--- config.mk ---
export PLATFORM = sky130hd
export DESIGN_NAME = rv_muldiv_seq
export DESIGN_NICKNAME = d
export VERILOG_FILES = /design/src/rtl/rv32m_pkg.sv /design/src/rtl/rv_div_iter.sv /design/src/rtl/rv_muldiv_seq.sv
export SDC_FILE = /design/constraint.sdc
export NUM_CORES = 2
export LEC_CHECK = 0
export ABC_AREA = 1
export BUFFER_PORTS_ARGS = -buffer_cell sky130_fd_sc_hd__clkbuf_2
export CAP_MARGIN = 20
export CORE_ASPECT_RATIO = 0.8
export CORE_MARGIN = 10
export CORE_UTILIZATION = 62
export DETAILED_ROUTE_END_ITERATION = 7
export PLACE_DENSITY = 0.81
export SYNTH_ARGS = -nofsm -noshare
export SYNTH_HDL_FRONTEND = slang
export SYNTH_SLANG_ARGS = --single-unit
--- constraint.sdc ---
create_clock -name iCLK -period 23.7 [get_ports iCLK]
set_clock_uncertainty 0.1 [all_clocks]
set_input_delay 0 -clock iCLK [delete_from_list [all_inputs] [get_ports iCLK]]
set_output_delay 0 -clock iCLK [all_outputs]
set_load 0.1 [all_outputs]
--- src/rtl/rv32m_pkg.sv ---
// Shared constants, func3 codes and FSM encoding for the sequential RV M-extension unit.
package rv32m_pkg;

    localparam logic [6:0] OPCODE_OP = 7'b0110011;
    localparam logic [6:0] FUNC7_M   = 7'h01;

    localparam logic [2:0] F3_MUL    = 3'd0;
    localparam logic [2:0] F3_MULH   = 3'd1;
    localparam logic [2:0] F3_MULHSU = 3'd2;
    localparam logic [2:0] F3_MULHU  = 3'd3;
    localparam logic [2:0] F3_DIV    = 3'd4;
    localparam logic [2:0] F3_DIVU   = 3'd5;
    localparam logic [2:0] F3_REM    = 3'd6;
    localparam logic [2:0] F3_REMU   = 3'd7;

    typedef enum logic [2:0] {
        ST_IDLE = 3'd0,
        ST_MUL  = 3'd1,
        ST_DIV  = 3'd2,
        ST_FIX  = 3'd3,
        ST_DONE = 3'd4
    } state_t;

    function automatic logic is_m_op(input logic [31:0] ir);
        return (ir[6:0] == OPCODE_OP) && (ir[31:25] == FUNC7_M);
    endfunction

endpackage

--- src/rtl/rv_div_iter.sv ---
// Unsigned restoring radix-2 divider: one quotient bit per cycle, XLEN cycles per divide.
module rv_div_iter #(
    parameter int XLEN  = 32,
    parameter int CNT_W = $clog2(XLEN) + 1
) (
    input  logic            clk,
    input  logic            rst_n,
    input  logic            start,
    input  logic [XLEN-1:0] dividend,
    input  logic [XLEN-1:0] divisor,
    output logic            done,
    output logic [XLEN-1:0] quotient,
    output logic [XLEN-1:0] remainder
);

    logic [XLEN-1:0]  rem_r;
    logic [XLEN-1:0]  quo_r;
    logic [XLEN-1:0]  dsr_r;
    logic [CNT_W-1:0] cnt_r;
    logic             busy_r;

    logic [XLEN:0]    shifted_s;
    logic [XLEN:0]    diff_s;
    logic [XLEN-1:0]  rem_nx_s;
    logic [XLEN-1:0]  quo_nx_s;

    // One shift-subtract step; a set diff MSB means the trial subtraction went negative.
    always_comb begin
        shifted_s = {rem_r, quo_r[XLEN-1]};
        diff_s    = shifted_s - {1'b0, dsr_r};
        rem_nx_s  = {XLEN{1'b0}};
        quo_nx_s  = {XLEN{1'b0}};
        if (diff_s[XLEN]) begin
            rem_nx_s = shifted_s[XLEN-1:0];
            quo_nx_s = {quo_r[XLEN-2:0], 1'b0};
        end else begin
            rem_nx_s = diff_s[XLEN-1:0];
            quo_nx_s = {quo_r[XLEN-2:0], 1'b1};
        end
    end

    // Iteration registers and the down-counter.
    always_ff @(posedge clk or negedge rst_n) begin
        if (!rst_n) begin
            rem_r  <= {XLEN{1'b0}};
            quo_r  <= {XLEN{1'b0}};
            dsr_r  <= {XLEN{1'b0}};
            cnt_r  <= {CNT_W{1'b0}};
            busy_r <= 1'b0;
        end else if (start) begin
            rem_r  <= {XLEN{1'b0}};
            quo_r  <= dividend;
            dsr_r  <= divisor;
            cnt_r  <= CNT_W'(XLEN - 1);
            busy_r <= 1'b1;
        end else if (busy_r) begin
            rem_r <= rem_nx_s;
            quo_r <= quo_nx_s;
            if (cnt_r == {CNT_W{1'b0}}) begin
                busy_r <= 1'b0;
            end else begin
                cnt_r <= cnt_r - CNT_W'(1);
            end
        end
    end

    assign done      = busy_r && (cnt_r == {CNT_W{1'b0}});
    assign quotient  = quo_r;
    assign remainder = rem_r;

endmodule

--- src/rtl/rv_muldiv_seq.sv ---
// Multi-cycle RISC-V M-extension unit: registered multiplier, iterative divider,
// valid/ready handshake on both sides and a synchronous flush.
module rv_muldiv_seq
    import rv32m_pkg::*;
#(
    parameter int XLEN  = 32,
    parameter int CNT_W = $clog2(XLEN) + 1
) (
    input  logic            iCLK,
    input  logic            iRST_N,
    input  logic            iFLUSH,
    input  logic            iVALID,
    output logic            oREADY,
    input  logic [31:0]     iIR,
    input  logic [XLEN-1:0] iALU_IN1,
    input  logic [XLEN-1:0] iALU_IN2,
    output logic            oVALID,
    input  logic            iREADY,
    output logic [4:0]      oRD,
    output logic [XLEN-1:0] oALU_OUT,
    output logic            oILLEGAL,
    output logic            oBUSY
);

    state_t state_r, state_nx_s;

    logic [2:0]      f3_r;
    logic [4:0]      rd_r;
    logic            illegal_r, special_r, is_rem_r, neg_q_r, neg_r_r;
    logic [XLEN:0]   mul_a_r, mul_b_r;
    logic [XLEN-1:0] spec_res_r;

    logic            valid_r, busy_r, ill_out_r;
    logic [4:0]      rd_out_r;
    logic [XLEN-1:0] alu_out_r;

    logic [2:0]      f3_s;
    logic            illegal_s, ready_s, accept_s;
    logic            signed_div_s, div_zero_s, div_ovf_s, special_s, ord_div_s;
    logic            neg1_s, neg2_s, sext1_s, sext2_s;
    logic [XLEN-1:0] mag1_s, mag2_s, spec_val_s;

    logic [2*XLEN+1:0] mul_a_ext_s, mul_b_ext_s, prod_s;
    logic [XLEN-1:0]   result_s;
    logic              div_done_s;
    logic [XLEN-1:0]   div_quo_s, div_rem_s;
    logic              unused_bits_s;

    assign f3_s      = iIR[14:12];
    assign illegal_s = !is_m_op(iIR);
    assign ready_s   = !iFLUSH && ((state_r == ST_IDLE) || ((state_r == ST_DONE) && iREADY));
    assign accept_s  = iVALID && ready_s;
    assign oREADY    = ready_s;

    // Operand conditioning at accept: sign extension for multiply, magnitudes and
    // special-case results for divide.
    always_comb begin
        sext1_s      = (f3_s == F3_MULH) || (f3_s == F3_MULHSU);
        sext2_s      = (f3_s == F3_MULH);
        signed_div_s = (f3_s == F3_DIV) || (f3_s == F3_REM);
        neg1_s       = signed_div_s && iALU_IN1[XLEN-1];
        neg2_s       = signed_div_s && iALU_IN2[XLEN-1];
        mag1_s       = neg1_s ? ({XLEN{1'b0}} - iALU_IN1) : iALU_IN1;
        mag2_s       = neg2_s ? ({XLEN{1'b0}} - iALU_IN2) : iALU_IN2;
        div_zero_s   = (iALU_IN2 == {XLEN{1'b0}});
        div_ovf_s    = signed_div_s && (iALU_IN1 == {1'b1, {(XLEN-1){1'b0}}})
                                    && (iALU_IN2 == {XLEN{1'b1}});
        special_s    = !illegal_s && f3_s[2] && (div_zero_s || div_ovf_s);
        ord_div_s    = !illegal_s && f3_s[2] && !div_zero_s && !div_ovf_s;
        spec_val_s   = {XLEN{1'b0}};
        if (div_zero_s) begin
            spec_val_s = f3_s[1] ? iALU_IN1 : {XLEN{1'b1}};
        end else begin
            spec_val_s = f3_s[1] ? {XLEN{1'b0}} : iALU_IN1;
        end
    end

    // Request capture; inputs are ignored after the accepting edge.
    always_ff @(posedge iCLK or negedge iRST_N) begin
        if (!iRST_N) begin
            f3_r       <= 3'd0;
            rd_r       <= 5'd0;
            illegal_r  <= 1'b0;
            special_r  <= 1'b0;
            is_rem_r   <= 1'b0;
            neg_q_r    <= 1'b0;
            neg_r_r    <= 1'b0;
            mul_a_r    <= {(XLEN+1){1'b0}};
            mul_b_r    <= {(XLEN+1){1'b0}};
            spec_res_r <= {XLEN{1'b0}};
        end else if (accept_s) begin
            f3_r       <= f3_s;
            rd_r       <= iIR[11:7];
            illegal_r  <= illegal_s;
            special_r  <= special_s;
            is_rem_r   <= f3_s[1];
            neg_q_r    <= neg1_s ^ neg2_s;
            neg_r_r    <= neg1_s;
            mul_a_r    <= {sext1_s & iALU_IN1[XLEN-1], iALU_IN1};
            mul_b_r    <= {sext2_s & iALU_IN2[XLEN-1], iALU_IN2};
            spec_res_r <= spec_val_s;
        end
    end

    rv_div_iter #(.XLEN(XLEN), .CNT_W(CNT_W)) u_div (
        .clk       (iCLK),
        .rst_n     (iRST_N),
        .start     (accept_s && ord_div_s),
        .dividend  (mag1_s),
        .divisor   (mag2_s),
        .done      (div_done_s),
        .quotient  (div_quo_s),
        .remainder (div_rem_s)
    );

    // Sign-extended operands multiply modulo 2^(2*XLEN+2), which is exact for the 33x33 product.
    assign mul_a_ext_s   = {{(XLEN+1){mul_a_r[XLEN]}}, mul_a_r};
    assign mul_b_ext_s   = {{(XLEN+1){mul_b_r[XLEN]}}, mul_b_r};
    assign prod_s        = mul_a_ext_s * mul_b_ext_s;
    assign unused_bits_s = ^{iIR[24:15], prod_s[2*XLEN+1:2*XLEN]};

    // Result selection for the cycle that enters DONE.
    always_comb begin
        result_s = {XLEN{1'b0}};
        case (state_r)
            ST_MUL: begin
                if (illegal_r) begin
                    result_s = {XLEN{1'b0}};
                end else if (special_r) begin
                    result_s = spec_res_r;
                end else begin
                    case (f3_r)
                        F3_MUL:                       result_s = prod_s[XLEN-1:0];
                        F3_MULH, F3_MULHSU, F3_MULHU: result_s = prod_s[2*XLEN-1:XLEN];
                        default:                      result_s = {XLEN{1'b0}};
                    endcase
                end
            end
            ST_FIX: begin
                if (is_rem_r) begin
                    result_s = neg_r_r ? ({XLEN{1'b0}} - div_rem_s) : div_rem_s;
                end else begin
                    result_s = neg_q_r ? ({XLEN{1'b0}} - div_quo_s) : div_quo_s;
                end
            end
            default: result_s = {XLEN{1'b0}};
        endcase
    end

    // Next-state logic; flush overrides every other transition.
    always_comb begin
        state_nx_s = state_r;
        if (iFLUSH) begin
            state_nx_s = ST_IDLE;
        end else begin
            case (state_r)
                ST_IDLE: begin
                    if (accept_s) begin
                        state_nx_s = ord_div_s ? ST_DIV : ST_MUL;
                    end else begin
                        state_nx_s = ST_IDLE;
                    end
                end
                ST_MUL: state_nx_s = ST_DONE;
                ST_DIV: begin
                    if (div_done_s) begin
                        state_nx_s = ST_FIX;
                    end else begin
                        state_nx_s = ST_DIV;
                    end
                end
                ST_FIX: state_nx_s = ST_DONE;
                ST_DONE: begin
                    if (accept_s) begin
                        state_nx_s = ord_div_s ? ST_DIV : ST_MUL;
                    end else if (iREADY) begin
                        state_nx_s = ST_IDLE;
                    end else begin
                        state_nx_s = ST_DONE;
                    end
                end
                default: state_nx_s = ST_IDLE;
            endcase
        end
    end

    // State register and registered outputs; the result is latched only on entry to DONE.
    always_ff @(posedge iCLK or negedge iRST_N) begin
        if (!iRST_N) begin
            state_r   <= ST_IDLE;
            valid_r   <= 1'b0;
            busy_r    <= 1'b0;
            ill_out_r <= 1'b0;
            rd_out_r  <= 5'd0;
            alu_out_r <= {XLEN{1'b0}};
        end else begin
            state_r <= state_nx_s;
            valid_r <= (state_nx_s == ST_DONE);
            busy_r  <= (state_nx_s != ST_IDLE);
            if ((state_nx_s == ST_DONE) && (state_r != ST_DONE)) begin
                alu_out_r <= result_s;
                rd_out_r  <= rd_r;
                ill_out_r <= illegal_r;
            end
        end
    end

    assign oVALID   = valid_r;
    assign oBUSY    = busy_r;
    assign oILLEGAL = ill_out_r;
    assign oRD      = rd_out_r;
    assign oALU_OUT = alu_out_r;

endmodule

==> reports/qor.yml <==
floorplanning:
  chipHeight_um: 293
  start_util_pct: 62.2
  die_w_um: 361
  io_pins: 142
  core_um2: 92700
  rows: 100
  dieArea_um2: 106000
sta:
  worstMarginPinSlew_ps: 1020
  post-route-period-util_pct: 38.4
  fin_crit_ps: 9110
  setup_tns_ps: 0
  slew_headroom_pct: 31.7
  setup_viol: 0
  slew_viol_final: 0
  hold_violations: 8
  rsz0062_at_grt: "no"
  holdWs_ps: -11.0
  max_freq_mhz: 110
worst_setup_path:
  cp_slowest_cell: "fa_1"
  cp.buffers_inverters: 8
  r2r-start: "mul_b_r[6]$_DFFE_PN0P_"
  cp-end-kind: "flop"
  critPathKind: "reg -> reg"
  cp_max_fo: 34
  critPathLaunchType: "flop"
  worst_path_dominant_cell_family: "adder cells"
  critical_path.startpoint: "mul_b_r[6]$_DFFE_PN0P_"
  slowest_delay_ps: 610
  cpMostUsedCell: "fa_1"
  cp.required_ps: 24110
  crit_arrival_ps: 9520
worst_hold_path:
  hold_class: "in -> async"
place:
  place.gp.congestion: 1.01
  dpl.hpwl_um: 146000
  portBuffers: 131
detailed_routing:
  ant_nets: 0
  routed_wl_um: 180000
  drt_iter0_markers: 5228
  route.detailed.wl_per_inst_um: 20.2
  vias: 50231
  viasPerCell: 5.63
  drc: 0
  firstDrtPassIters: 8
final_layout:
  diodes: 0
  area_delta_synth_final_pct: 5.61
  layout_commonest_cell: "inv_1"
  final_cell_mix: "2,058 x inv_1, 1,990 x nand2_1, 1,126 x fa_1"
  final_nets: 9162
  fillers: 7773
  drive_above_1_share_pct: 4.99
synth:
  synth.area.top_cells: "fa_1 39%, inv_1 13%, nand2_1 13%"
  seq_area_frac_synth_pct: 11.1
  syn_area_per_cell_um2: 7.47
  ys_seq_elements: 256
  yosys.area.top_type: "fa_1"
  muxShareOfSynthArea_pct: 0
  syn_inst: 7729
  synthAdderAreaFrac_pct: 44.8
  ys_warn_count: 0
  synth.distinct_cells: 56
  synthSimpleGateAreaFrac_pct: 19.7
  synth_nets: 9207
  synth-compound-area-share_pct: 7.19
  synth-edff-count: 0
  synthFlopType: "dfrtp_1"
  synth_top_family_by_area: "adder cells"
  yosysTopAreaCellShare_pct: 39.1
  netlist_area_um2: 57700
  async_reset_ff_share_pct: 100
  synth_xor_area_share_pct: 1.06
clock_tree:
  clock_latency_ps: 590
  cts_buffers: 28
  clk_pin_slew_worst_paths_ps: 60
  tritoncts: "built"
  htreeDepth: 1
  cts_buffer_depth: 3
  root_buffer: "clkbuf_16"
  cts.sinks: 256
  cts_setup_buffers: 0
global_route:
  grtUsageTotal_pct: 34.6
  grt_pass1_wl_um: 288000
  grt_pass1_vias: 52200
  grt-ovfl-total: 0
  antenna_found_initial: 6
  grt_start_max_net_pins: 107
status:
  violations: "hold timing"
  outcome: "complete, but fails checks"
flow_run:
  drv_cap: 0
[cells by family (layout without fill, tap and decap cells)]
group | after synthesis | after routing
adders and majority gates | 1395 | 1395
and+or+nand+nor | 2777 | 2777
AOI/OAI and AO/OA | 780 | 780
DFF | 256 | 256
xor gates and xnor gates | 70 | 70
buffers and inverters | 2451 | 2425
[flip-flops by register name, indices dropped and copies added (netlist names)]
signal           cells
mul_b_r             33
u_div.busy_r         1
oRD                  5
illegal_r            1
rd_r                 5
f3_r                 3
oVALID               1
oALU_OUT            32
u_div.cnt_r          6
u_div.remainder     32
oBUSY                1
u_div.dsr_r         32
neg_r_r              1
u_div.quotient      32
mul_a_r             33
spec_res_r          32
neg_q_r              1
state_r              3
oILLEGAL             1
special_r            1
[Yosys cell counts, types with 4 or more instances]
cell and instances:
xor2_1 59, o31ai_1 8, maj3_1 18, o21ai_0 375
buf_6 6, nand3_2 14, o21ai_1 78, ha_1 251
fa_1 1126, a21boi_0 9, nand3_1 218, a21boi_1 5
nor2_2 12, o21bai_1 18, nand4_1 56, clkbuf_1 341
nor4_1 19, nand2_1 1991, nor3_2 8, inv_1 2058
a31oi_1 10, o211ai_1 25, inv_2 20, nor3_1 58
buf_2 12, nand3b_1 7, xnor2_1 11, buf_4 6
a21oi_1 228, nor2_1 334, dfrtp_1 256, a21o_1 8
or2_2 44, buf_1 4, nor2_4 4
[path summary, 6_finish.rpt]
check                      slack [ps]  cells past startpoint                    endpoint
max                             14590                     30    oALU_OUT[31]$_DFFE_PN0P_
min                               -10                      2          oRD[1]$_DFFE_PN0P_
max reg2reg                     14590                     30    oALU_OUT[31]$_DFFE_PN0P_
min reg2reg                       380                      2     mul_b_r[24]$_DFFE_PN0P_
max in group asynchronous       21950                      3     oALU_OUT[1]$_DFFE_PN0P_
min in group iCLK                  40                      6  u_div.cnt_r[1]$_DFFE_PN0P_
[what timing repair did]
item | CTS | global route
hold buffers | 81 | 0
gates resized for setup | 0 | 0
hold endpoints to repair | 278 | 0
setup endpoints to repair | 0 | 0
[final cells by class]
type / instances / area (µm²) / area share [%]
clock buffers: 36 / 802 / 1.32
flip-flops and latches: 256 / 6410 / 10.5
inverters: 2081 / 7820 / 12.8
multi-input cells: 5022 / 42000 / 68.9
well taps: 1224 / 1530 / 2.51
repair buffers: 295 / 2140 / 3.51
clock inverters: 13 / 225 / 0.370
[routing by layer]
| metal | part of all wire [%] | vias to the layer above | GRT usage, % |
|---|---|---|---|
| met5 | 0.038 | - | 0.140 |
| met4 | 3.2 | 10 | 9.64 |
| met3 | 13 | 437 | 8.94 |
| met2 | 43 | 3067 | 52.1 |
| met1 | 41 | 24360 | 49.2 |
| li1 | - | 22357 | - |
[through the flow]
stage / std cells / worst slack, ps / cell area (µm²) / util [%] / hold slack [ps]
after floorplan: 7729 / 16180 / 57700 / - / -396
after global placement: 8795 / 14810 / 59100 / 63.7 / 12.0
after detailed placement: 8795 / 14770 / 59100 / 63.7 / 24.6
after CTS: 8925 / 14730 / 60900 / 65.7 / 8.31
after global routing: 8927 / 14190 / 61000 / 65.7 / 65.6
final: 8927 / 14590 / 61000 / 65.7 / -11.0
[worst register-to-register path: cells and delay by family, from the launching register on]
family | cells | cell delay (ps)
adder cells (fa/ha/maj) | 9 | 4670
AND/OR/NAND/NOR | 11 | 1840
buffers and inverters | 8 | 1800
flip-flops | 1 | 340
AO/OA/AOI/OAI | 2 | 300
Power is not shown: default switching activity piles up to over one toggle a cycle in this logic, so the estimate is an artifact.
